## src/rtl/mem_port_arbiter.sv

```systemverilog
// Arbitrates one pipelined single-port RAM between instruction fetch and data access.
// Data has fixed priority; a saturating starvation counter forces a fetch grant.
module mem_port_arbiter #(
    parameter int ADDR_W     = 32,
    parameter int DATA_W     = 32,
    parameter int STARVE_MAX = 4
) (
    input  logic              i_Clk,
    input  logic              i_Rstn,
    input  logic              i_iReq,
    input  logic [ADDR_W-1:0] i_iAddr,
    output logic              o_iGnt,
    output logic              o_iValid,
    output logic [DATA_W-1:0] o_iData,
    input  logic              i_dReadEn,
    input  logic              i_dWriteEn,
    input  logic [ADDR_W-1:0] i_dAddr,
    input  logic [DATA_W-1:0] i_dWData,
    output logic              o_dGnt,
    output logic              o_dValid,
    output logic [DATA_W-1:0] o_dRData,
    output logic              o_Mem_En,
    output logic              o_Mem_We,
    output logic [ADDR_W-1:0] o_Mem_Addr,
    output logic [DATA_W-1:0] o_Mem_WData,
    input  logic [DATA_W-1:0] i_Mem_RData
);

    typedef enum logic [1:0] {
        OWN_NONE = 2'd0,
        OWN_I    = 2'd1,
        OWN_D    = 2'd2
    } owner_e;

    localparam logic [3:0] STARVE_MAX_C = 4'(STARVE_MAX);

    owner_e            owner_q, owner_d;
    logic [3:0]        starve_cnt_q, starve_cnt_d;
    logic [DATA_W-1:0] i_hold_q, i_hold_d;
    logic [DATA_W-1:0] d_hold_q, d_hold_d;
    logic              d_req;
    logic              fetch_force;
    logic              i_gnt;
    logic              d_gnt;

    // Grant selection and memory command drive; depends only on requests and counter.
    always_comb begin
        d_req       = i_dReadEn | i_dWriteEn;
        fetch_force = (starve_cnt_q == STARVE_MAX_C);
        d_gnt       = d_req & ~(i_iReq & fetch_force);
        i_gnt       = i_iReq & ~d_gnt;
        o_iGnt      = i_gnt;
        o_dGnt      = d_gnt;
        o_Mem_En    = i_gnt | d_gnt;
        o_Mem_We    = 1'b0;
        o_Mem_Addr  = '0;
        o_Mem_WData = '0;
        if (d_gnt) begin
            o_Mem_Addr = i_dAddr;
            if (i_dWriteEn) begin
                o_Mem_We    = 1'b1;
                o_Mem_WData = i_dWData;
            end else begin
                o_Mem_We    = 1'b0;
                o_Mem_WData = '0;
            end
        end else if (i_gnt) begin
            o_Mem_Addr = i_iAddr;
        end else begin
            o_Mem_Addr = '0;
        end
    end

    // Next-state: starvation counter, read owner and per-port hold registers.
    always_comb begin
        starve_cnt_d = starve_cnt_q;
        owner_d      = OWN_NONE;
        i_hold_d     = i_hold_q;
        d_hold_d     = d_hold_q;
        if (i_gnt || !i_iReq) begin
            starve_cnt_d = 4'd0;
        end else if (d_gnt && starve_cnt_q != STARVE_MAX_C) begin
            starve_cnt_d = starve_cnt_q + 4'd1;
        end else begin
            starve_cnt_d = starve_cnt_q;
        end
        // A read+write data request is a write and produces no return.
        if (i_gnt) begin
            owner_d = OWN_I;
        end else if (d_gnt && !i_dWriteEn) begin
            owner_d = OWN_D;
        end else begin
            owner_d = OWN_NONE;
        end
        case (owner_q)
            OWN_I:   i_hold_d = i_Mem_RData;
            OWN_D:   d_hold_d = i_Mem_RData;
            default: begin
                i_hold_d = i_hold_q;
                d_hold_d = d_hold_q;
            end
        endcase
    end

    // State registers; reset discards any read still in flight.
    always_ff @(posedge i_Clk or negedge i_Rstn) begin
        if (!i_Rstn) begin
            owner_q      <= OWN_NONE;
            starve_cnt_q <= 4'd0;
            i_hold_q     <= '0;
            d_hold_q     <= '0;
        end else begin
            owner_q      <= owner_d;
            starve_cnt_q <= starve_cnt_d;
            i_hold_q     <= i_hold_d;
            d_hold_q     <= d_hold_d;
        end
    end

    // Return path: pass memory data through in the valid cycle, else show the hold value.
    always_comb begin
        o_iValid = (owner_q == OWN_I);
        o_dValid = (owner_q == OWN_D);
        if (o_iValid) begin
            o_iData = i_Mem_RData;
        end else begin
            o_iData = i_hold_q;
        end
        if (o_dValid) begin
            o_dRData = i_Mem_RData;
        end else begin
            o_dRData = d_hold_q;
        end
    end

endmodule

```

## config.mk

```make
export PLATFORM = sky130hd
export DESIGN_NAME = mem_port_arbiter
export DESIGN_NICKNAME = d
export VERILOG_FILES = /design/src/rtl/mem_port_arbiter.sv
export SDC_FILE = /design/constraint.sdc
export NUM_CORES = 1
export LEC_CHECK = 0
export CAP_MARGIN = 0
export CORE_ASPECT_RATIO = 0.7
export CORE_MARGIN = 1
export CORE_UTILIZATION = 34
export DETAILED_ROUTE_END_ITERATION = 8
export PLACE_DENSITY = 0.78
export SYNTH_ARGS = -nofsm -noshare
export SYNTH_HDL_FRONTEND = slang
export SYNTH_SLANG_ARGS = --single-unit
```

## constraint.sdc

```tcl
create_clock -name i_Clk -period 1.85 [get_ports i_Clk]
set_input_delay 0.37 -clock i_Clk [delete_from_list [all_inputs] [get_ports i_Clk]]
set_output_delay 0.37 -clock i_Clk [all_outputs]
set_load 0.02 [all_outputs]
```

==> summary.txt, run 1 <==
Outcome
  – Status: finished, violations left
  – Failing checks: negative setup slack

Global routing
  – Gr ovfl total: 0
  – Antenna violations before repair: 0
  – Pin count of the biggest net entering global routing: 39
  – First-pass GRT wire length: 18,200 um
  – Global Route Usage Sum: 23.1%
  – Vias in the first global route: 3,384

Critical path
  – FF-to-FF path depth: 7
  – Worst R2R Setup Slack: 0.34 ns
  – Critical path arrival: 1.83 ns
  – Crit path from: starve_cnt_q[0]
  – CP required: 1.48 ns
  – Critical Path Source Type: flop
  – FF-to-FF Start: starve_cnt_q[0]
  – Crit Path Max Fanout: 13
  – Worst flop-to-flop path endpoint: starve_cnt_q[0]
  – Worst Setup EP: o_Mem_Addr[5]
  – CP Capture Type: output pin
  – Setup Crit Path Kind: reg -> out

Drt
  – Post-route ant nets: 0
  – DR iter-0 viols: 139
  – Via count: 3,556
  – Avg WL per Cell: 18.5 um
  – First-pass DRT Iterations: 4
  – Via density: 4.71
  – DRC viols: 0
  – Wirelength, routed: 14,000 um

Floorplanning
  – CORE AREA: 9830 sq um
  – Die Wd: 123 um
  – # IOs: 267
  – Number of cell rows: 30
  – Die area: 10,700 sq um
  – Height of the die: 86.9 um
  – Initial core utilization: 35.6%

Synthesis
  – Synth warnings: 0
  – Cell taking the most area after synthesis: dfrtp_1
  – Mapped cell area: 3500 sq um
  – Seq/Total Area, Yosys: 50.0%
  – Distinct cells, synth: 20
  – Main area contributors after synthesis: dfrtp_1 50%, mux2_2 21%, mux2i_1 9.1%, and3_1 6.4%, inv_1 3.8%
  – Yosys top cell area share: 50.0%
  – Mapped Nets: 439
  – Post-synthesis cell count: 304
  – Synth Register Bits: 70
  – Mean post-synth cell area: 11.5 sq um

Cells and area
  – Fillcell total: 594
  – Final net count: 759
  – FF/Latch Area: 1750 sq um
  – Antenna diode count: 0
  – P&R area growth vs syn: 119%
  – Multi-input logic area: 1920 sq um
  – Layout cells sized above 1: 46.6%

CTS
  – Total clock sinks: 70
  – Clk root buf: clkbuf_16
  – Clock Pin Slew Worst Setup and Hold Paths: 0.05 ns
  – Post-CTS Hold Buffers: 0
  – H-tree Lvls: 3
  – CTS tree: done
  – Worst-skew pair later-pin latency: 0.33 ns
  – CTS Buf Count: 9
  – CTS Buffer Depth: 2

Place
  – GPL Wtd Cong: 0.800
  – Final HPWL DP: 9390 um
  – Port buffer count: 266

Timing
  – Least-Margin Pin Slew: 0.489 ns
  – Final worst path period need: 2.20 ns
  – Setup ws final: -0.349 ns
  – Final worst path period share: 119%
  – Worst slew margin: 67.4%
  – Final Skew: 0.00410 ns
  – Hold_ws: 0.0800 ns
  – Slew Viols, Final: 0
  – Endpoints failing hold: 0
  – Peak Freq: 455 MHz
  – Unrepaired setup endpoints after global routing: true
  – # setup viols final: 131
  – Sum Neg Setup Slack: -30.81 ns

Flow run
  – Max cap viols: 0

Power and ir drop
  – Max VDD drop: 0.503 mV
  – Leakage: 3.81 nW
  – Power Dens Cells: 799 nW/um^2

Worst hold path
  – Worst min path class: in -> async
==> state kept, by name (all words and copies together) (netlist names) <==
name	flops
d_hold_q	32
starve_cnt_q	4
i_hold_q	32
owner_q	2
==> metal layers <==
metal	up-vias	global-route usage [%]	routed length, um
li1	1650	-	-
met1	1780	29.1	5730
met2	116	39.0	7290
met3	10	7.46	844
met4	0	4.60	88
met5	-	0	0
==> what timing repair did <==
item	in CTS	in global routing
pin swaps	1	1
setup buffers	5	34
endpoints found under the setup margin	134	134
gates cloned	3	6
gates resized for setup	510	226
==> worst min-delay path by stage <==
stage | cells past startpoint | end | slack, ns
final | 2 | d_hold_q[10] | 0.08
after floorplan | 0 | d_hold_q[0] | 0.07
after detailed placement | 2 | i_hold_q[6] | 0.44
after CTS | 2 | d_hold_q[10] | 0.09
after global routing | 2 | d_hold_q[10] | 0.11
after global placement | 2 | d_hold_q[10] | 0.42
==> cell usage after synthesis <==
master / count
dfrtp_1: 70
mux2_2: 64
and3_1: 36
inv_1: 35
mux2i_1: 32
nand2_1: 32
clkbuf_1: 10
buf_2: 8
nor2b_1: 3
buf_4: 2
buf_6: 2
ha_1: 2
and2_1: 1
nand2b_1: 1
nand3_1: 1
nand4b_4: 1
o21a_1: 1
or3_1: 1
xnor2_1: 1
xor2_1: 1
==> final cells by class <==
| type | instances | area share (%) |
|---|---|---|
| sequential | 70 | 22.8 |
| multi-input combinational | 177 | 25.0 |
| clock buffer | 12 | 3.21 |
| tap | 128 | 2.09 |
| inverter | 35 | 1.71 |
| timing repair buffer | 331 | 45.0 |
| clock inverter | 2 | 0.130 |
==> power by group <==
group	internal (mW)	switching, mW
Combinational	1.52	1.20
Sequential	1.81	0.0890
Clock	0.923	0.586
==> through the flow <==
step | utilization [%] | instances | setup slack (ns) | power [mW] | instance area, sq um
finish | 78.0 | 755 | -0.349 | 6.13 | 7670
global route | 78.0 | 755 | -0.416 | 6.40 | 7670
CTS | 71.1 | 717 | -0.362 | 5.70 | 7000
detailed placement | 67.0 | 695 | -0.852 | 4.21 | 6590
global placement | 67.0 | 695 | -0.824 | 4.16 | 6590
floorplan | - | 304 | -0.0156 | 2.98 | 3670
==> worst max-delay path: stages, from the launching register on <==
cell and delay [ns]:
dfrtp_1 0.36, inv_2 0.06, ha_4 0.16, nand4b_4 0.10
o21a_4 0.23, buf_12 0.18, mux2i_2 0.23, buf_4 0.18
==> cells in the final DEF, fill, tap and decap left out, types with 2 or more instances in the layout <==
| master | count |
|---|---|
| nand2_1 | 32 |
| clkbuf_1 | 2 |
| clkdlybuf4s15_2 | 19 |
| buf_4 | 56 |
| mux2i_4 | 11 |
| buf_2 | 7 |
| buf_12 | 10 |
| and3_1 | 36 |
| inv_1 | 33 |
| mux2_2 | 10 |
| clkbuf_2 | 5 |
| inv_2 | 2 |
| dfrtp_1 | 70 |
| nor2b_4 | 2 |
| mux2_4 | 54 |
| mux2i_2 | 9 |
| clkbuf_16 | 14 |
| buf_8 | 3 |
| dlygate4sd2_1 | 13 |
| clkinv_2 | 2 |
| mux2i_1 | 12 |
| clkdlybuf4s50_1 | 129 |
| buf_6 | 81 |
==> cells by family after synthesis <==
kind of cell	count (synthesis)	synth area share, %
AO/OA/AOI/OAI	1	0.215
XOR/XNOR	2	0.500
adder cells (fa/ha/maj)	2	0.715
buffers and inverters	57	7.04
flip-flops	70	50.0
multiplexers	96	29.7
AND/OR/NAND/NOR	76	11.8
Note: power is estimated with default switching activity, not from simulation.
==> inputs of run 2 (changes only) <==
--- a/config.mk
+++ b/config.mk
@@ -5,6 +5,7 @@
 export SDC_FILE = /design/constraint.sdc
 export NUM_CORES = 1
 export LEC_CHECK = 0
+export ABC_AREA = 1
 export CAP_MARGIN = 0
 export CORE_ASPECT_RATIO = 0.7
 export CORE_MARGIN = 1
==> run 2 against run 1 <==
  * The run now fails in global routing (5_1_grt)
  * Synthesized cell count increased by 49%
  * Synthesized area increased by 1.9%
==> summary.txt, run 2 <==
Place
  – Area post-placement: 6630 sq um (+0.57%)
  – DP Worst Slack: -0.738 ns (+0.114 ns)
  – Placed insts: 865 (+24%)
  – GPL Wtd Cong: 0.793 (-0.90%)
  – Port buffer count: 266 (unchanged)
  – Final HPWL DP: 9170 um (-2.4%)

Synthesis
  – Top post-synthesis cells by count: 99 x nand2_1, 73 x inv_1, 70 x dfrtp_1
  – Mapped cell area: 3570 sq um (+1.9%)
  – Yosys top cell area share: 49.1% (-0.93 points)
  – Top_reg_cell synth: dfrtp_1
  – Distinct cells, synth: 24 (+20%)
  – Main area contributors after synthesis: dfrtp_1 49%, nand2_1 10%, nand3_1 8.1%, inv_1 7.7%, o21ai_0 7.6%
  – Cell taking the most area after synthesis: dfrtp_1
  – Post-synthesis cell count: 452 (+49%)
  – Seq/Total Area, Yosys: 49.1% (-0.93 points)
  – Mean post-synth cell area: 7.89 sq um (-31%)
  – Post-synth EDFFs: 0 (unchanged)
  – Async SR Flop Fraction: 100% (unchanged)
  – Count leader, synth: nand2_1
  – Synth Register Bits: 70 (unchanged)
  – Mapped Nets: 587 (+34%)
  – Synth warnings: 0 (unchanged)

CTS
  – CTS Buffer Depth: 2 (unchanged)
  – H-tree Lvls: 3 (unchanged)
  – Clk root buf: clkbuf_16
  – CTS Buf Count: 9 (unchanged)
  – Total clock sinks: 70 (unchanged)

Floorplanning
  – Number of cell rows: 30 (unchanged)
  – Initial core utilization: 35.9% (+0.26 points)
  – Height of the die: 87.7 um (+0.93%)
  – Die Wd: 124 um (+0.93%)
  – # IOs: 267 (unchanged)

Outcome
  – Tool error: [ERROR DPL-0033] detailed placement checks failed during check placement.
  – Stop stage: global routing (5_1_grt)
  – Status: did not finish

Global routing
  – Antenna violations before repair: 1
  – Pin count of the biggest net entering global routing: 71

Timing
  – Grt repair worst endpoint: o_Mem_WData[1]
  – Worst endpoint type: output port
-- run 2: cell count changes after synthesis, sizes merged, moves of 2 or more --
cell / delta
nand2: +70
mux2i: -32
o21ai: +64
clkbuf: -4
nor2b: -3
and3: -36
buf: +13
mux2: -64
or2: +2
nand3: +65
nor2: +39
inv: +39
-- run 2: cell families after synthesis --
logic type	Yosys count	share of synthesized area [%]
flip-flops	70	49.1
adder cells (fa/ha/maj)	2	0.701
XOR/XNOR	2	0.491
AND/OR/NAND/NOR	209	26.5
buffers and inverters	105	13.6
AO/OA/AOI/OAI	64	9.61
-- run 2: repair_timing --
action | in CTS
resized for setup | 900
cloned | 17
pin swaps | 19
endpoints found under the setup margin | 134
setup buffers | 21
hold buffers | 0
-- run 2: stage by stage --
step / hold WS [ns] / utilization, %
2_1_floorplan: 0.0744 / -
3_3_place_gp: 0.416 / 66.7
4_1_cts: 0.0735 / 81.0
3_5_place_dp: 0.423 / 66.7
==> inputs of run 3 (changes only) <==
--- a/config.mk
+++ b/config.mk
@@ -7,11 +7,10 @@
 export LEC_CHECK = 0
 export ABC_AREA = 1
 export CAP_MARGIN = 0
-export CORE_ASPECT_RATIO = 0.7
 export CORE_MARGIN = 1
 export CORE_UTILIZATION = 34
 export DETAILED_ROUTE_END_ITERATION = 8
-export PLACE_DENSITY = 0.78
+export PLACE_DENSITY_LB_ADDON = 0.15
 export SYNTH_ARGS = -nofsm -noshare
 export SYNTH_HDL_FRONTEND = slang
 export SYNTH_SLANG_ARGS = --single-unit
==> run 3 against run 2 <==
  * The flow now finishes, with violations (negative setup slack)
  * Synthesized area is the same
  * Synthesized cell count is the same
==> summary.txt, run 3 <==
CTS
  – Clock Pin Slew Worst Setup and Hold Paths: 0.08 ns
  – H-tree Lvls: 3 (unchanged)
  – Clk root buf: clkbuf_8
  – CTS tree: done
  – CTS Buffer Depth: 2 (unchanged)
  – CTS Buf Count: 9 (unchanged)
  – Worst-skew pair later-pin latency: 0.35 ns
  – Total clock sinks: 70 (unchanged)

Power and ir drop
  – Reg power frac: 29.1%
  – Max VDD drop: 0.484 mV
  – Comb pwr share: 50.3%
  – Leakage: 4.37 nW
  – Clock share of power: 20.6%
  – Cell Int Power: 4.33 mW
  – Switching Share: 36.7%
  – Total power: 6.84 mW
  – Net Switching: 2.51 mW
  – Power Dens Cells: 746 nW/um^2

Global routing
  – Antenna violations before repair: 0
  – Vias in the first global route: 4,522
  – Global Route Usage Sum: 26.9%
  – First-pass GRT wire length: 23,000 um
  – Pin count of the biggest net entering global routing: 71
  – Gr ovfl total: 0

Synthesis
  – Top_reg_cell synth: dfrtp_1
  – Cell taking the most area after synthesis: dfrtp_1
  – Yosys top cell area share: 49.1% (unchanged)
  – Seq/Total Area, Yosys: 49.1% (unchanged)
  – Post-synth EDFFs: 0 (unchanged)
  – Post-synthesis cell count: 452 (unchanged)
  – Async SR Flop Fraction: 100% (unchanged)
  – Mapped cell area: 3570 sq um (unchanged)
  – Synth Register Bits: 70 (unchanged)
  – Top post-synthesis cells by count: 99 x nand2_1, 73 x inv_1, 70 x dfrtp_1
  – Mapped Nets: 587 (unchanged)
  – Main area contributors after synthesis: dfrtp_1 49%, nand2_1 10%, nand3_1 8.1%, inv_1 7.7%, o21ai_0 7.6%
  – Synth warnings: 0 (unchanged)
  – Distinct cells, synth: 24 (unchanged)
  – Count leader, synth: nand2_1
  – Mean post-synth cell area: 7.89 sq um (unchanged)

Drt
  – Met2 Wirelength: 10,700 um
  – DRC viols: 0
  – Top layer in use: met4
  – Avg WL per Cell: 20.7 um
  – DR iter-0 viols: 228
  – Via density: 4.96
  – Met1 Wirelength: 6490 um
  – Met3 wire length: 1210 um
  – First-pass DRT Iterations: 4
  – Via count: 4,671
  – Post-route ant nets: 0
  – Wirelength, routed: 19,500 um

Timing
  – # setup viols final: 134
  – Unrepaired setup endpoints after global routing: true
  – Final Skew: 0.00965 ns
  – Final worst path period need: 2.17 ns
  – Endpoints failing hold: 0
  – Hold_ws: 0.0371 ns
  – Least-Margin Pin Slew: 0.450 ns
  – Worst slew margin: 70.0%
  – Slew Viols, Final: 0
  – Final worst path period share: 117%
  – Peak Freq: 460 MHz
  – Setup ws final: -0.322 ns

Floorplanning
  – CORE AREA: 10,200 sq um
  – Die area: 10,900 sq um
  – Die Wd: 104 um (-16%)
  – Initial core utilization: 34.9% (-1.0 points)
  – # IOs: 267 (unchanged)
  – Number of cell rows: 37 (+23%)
  – Height of the die: 104 um (+19%)

Cells and area
  – Largest regs: d_hold_q (32), i_hold_q (32), starve_cnt_q (4)
  – Antenna diode count: 0
  – Most frequent cells in the layout: 135 x buf_6, 130 x clkdlybuf4s50_1, 70 x dfrtp_1
  – P&R area growth vs syn: 157%
  – Commonest non-fill, non-tap cell in the layout: buf_6
  – Layout cells sized above 1: 58.8%
  – Final net count: 935

Flow run
  – Max cap viols: 0

Critical path
  – CP required: 1.48 ns
  – CP Capture Type: output pin
  – Crit path from: starve_cnt_q[0]
  – Critical Path Source Type: flop
  – Crit Path Max Fanout: 16
  – Critical path arrival: 1.80 ns
  – FF-to-FF Start: owner_q[1]
  – Setup Crit Path Kind: reg -> out

Outcome
  – Failing checks: negative setup slack
  – Status: finished, violations left

Place
  – Final HPWL DP: 9930 um (+8.3%)
  – Port buffer count: 266 (unchanged)
  – GPL Wtd Cong: 0.880 (+11%)

Worst hold path
  – Worst min path class: in -> async
## run 3: cell counts after synthesis
Identical to the previous run, type by type.
## run 3: cell families after synthesis
group	synth area share (%)
AO/OA/AOI/OAI	9.61
XOR/XNOR	0.491
adder cells (fa/ha/maj)	0.701
buffers and inverters	13.6
flip-flops	49.1
AND/OR/NAND/NOR	26.5
## run 3: worst max-delay path, stage by stage, from the launching register on
cell	delay, ns
dfrtp_1	0.38
inv_2	0.06
ha_4	0.15
nand2_2	0.06
inv_2	0.04
nand2_4	0.08
buf_12	0.16
nand2_8	0.09
buf_16	0.17
nor2_1	0.10
buf_4	0.15
## run 3: worst paths after layout
| kind | slack, ns | to | cells past startpoint |
|---|---|---|---|
| max | -0.32 | o_Mem_WData[23] | 10 |
| min | 0.04 | d_hold_q[5] | 2 |
| max reg2reg | 0.30 | i_hold_q[20] | 10 |
| min reg2reg | 0.50 | d_hold_q[0] | 2 |
| max in group asynchronous | 1.49 | d_hold_q[30] | 2 |
| min in group i_Clk | 0.50 | d_hold_q[0] | 2 |
## run 3: final cells by class
class	instances	area, sq um
Inverter	74	283
Tap cell	136	170
Clock buffer	10	128
Timing Repair Buffer	365	4100
Multi-Input combinational cell	280	2660
Clock inverter	6	93.8
Sequential cell	70	1750
Fill cell	430	1050
## run 3: power groups by stage
stage / registers [mW] / logic [mW] / clock network [mW]
final: 1.99 / 3.44 / 1.41
after global routing: 2.01 / 3.57 / 1.48
after CTS: 1.87 / 2.48 / 1.40
after detailed placement: 1.90 / 2.29 / 0
after global placement: 1.89 / 2.26 / 0
after floorplan: 1.88 / 0.978 / 0
## run 3: per-layer routing
metal	GRT usage [%]	vias up
met5	0	-
li1	-	2101
met4	13.6	0
met3	7.83	72
met2	48.0	216
met1	28.8	2282
## run 3: stage by stage
stage	cell area [sq um]	utilization, %	setup TNS (ns)	std cells	setup WS [ns]
2_1_floorplan	3570	-	0	452	0.0809
3_3_place_gp	6590	64.4	-55.47	869	-0.721
6_report	9180	89.7	-25.53	941	-0.322
4_1_cts	7480	73.1	-19.72	906	-0.288
5_1_grt	9180	89.7	-31.62	941	-0.397
3_5_place_dp	6590	64.4	-58.69	869	-0.781
## run 3: timing repair
action / in CTS / in global routing
setup buffers: 14 / 23
hold buffers: 0 / 0
resized for setup: 918 / 313
pin swaps: 18 / 16
gates cloned: 7 / 12
setup endpoints to repair: 134 / 133
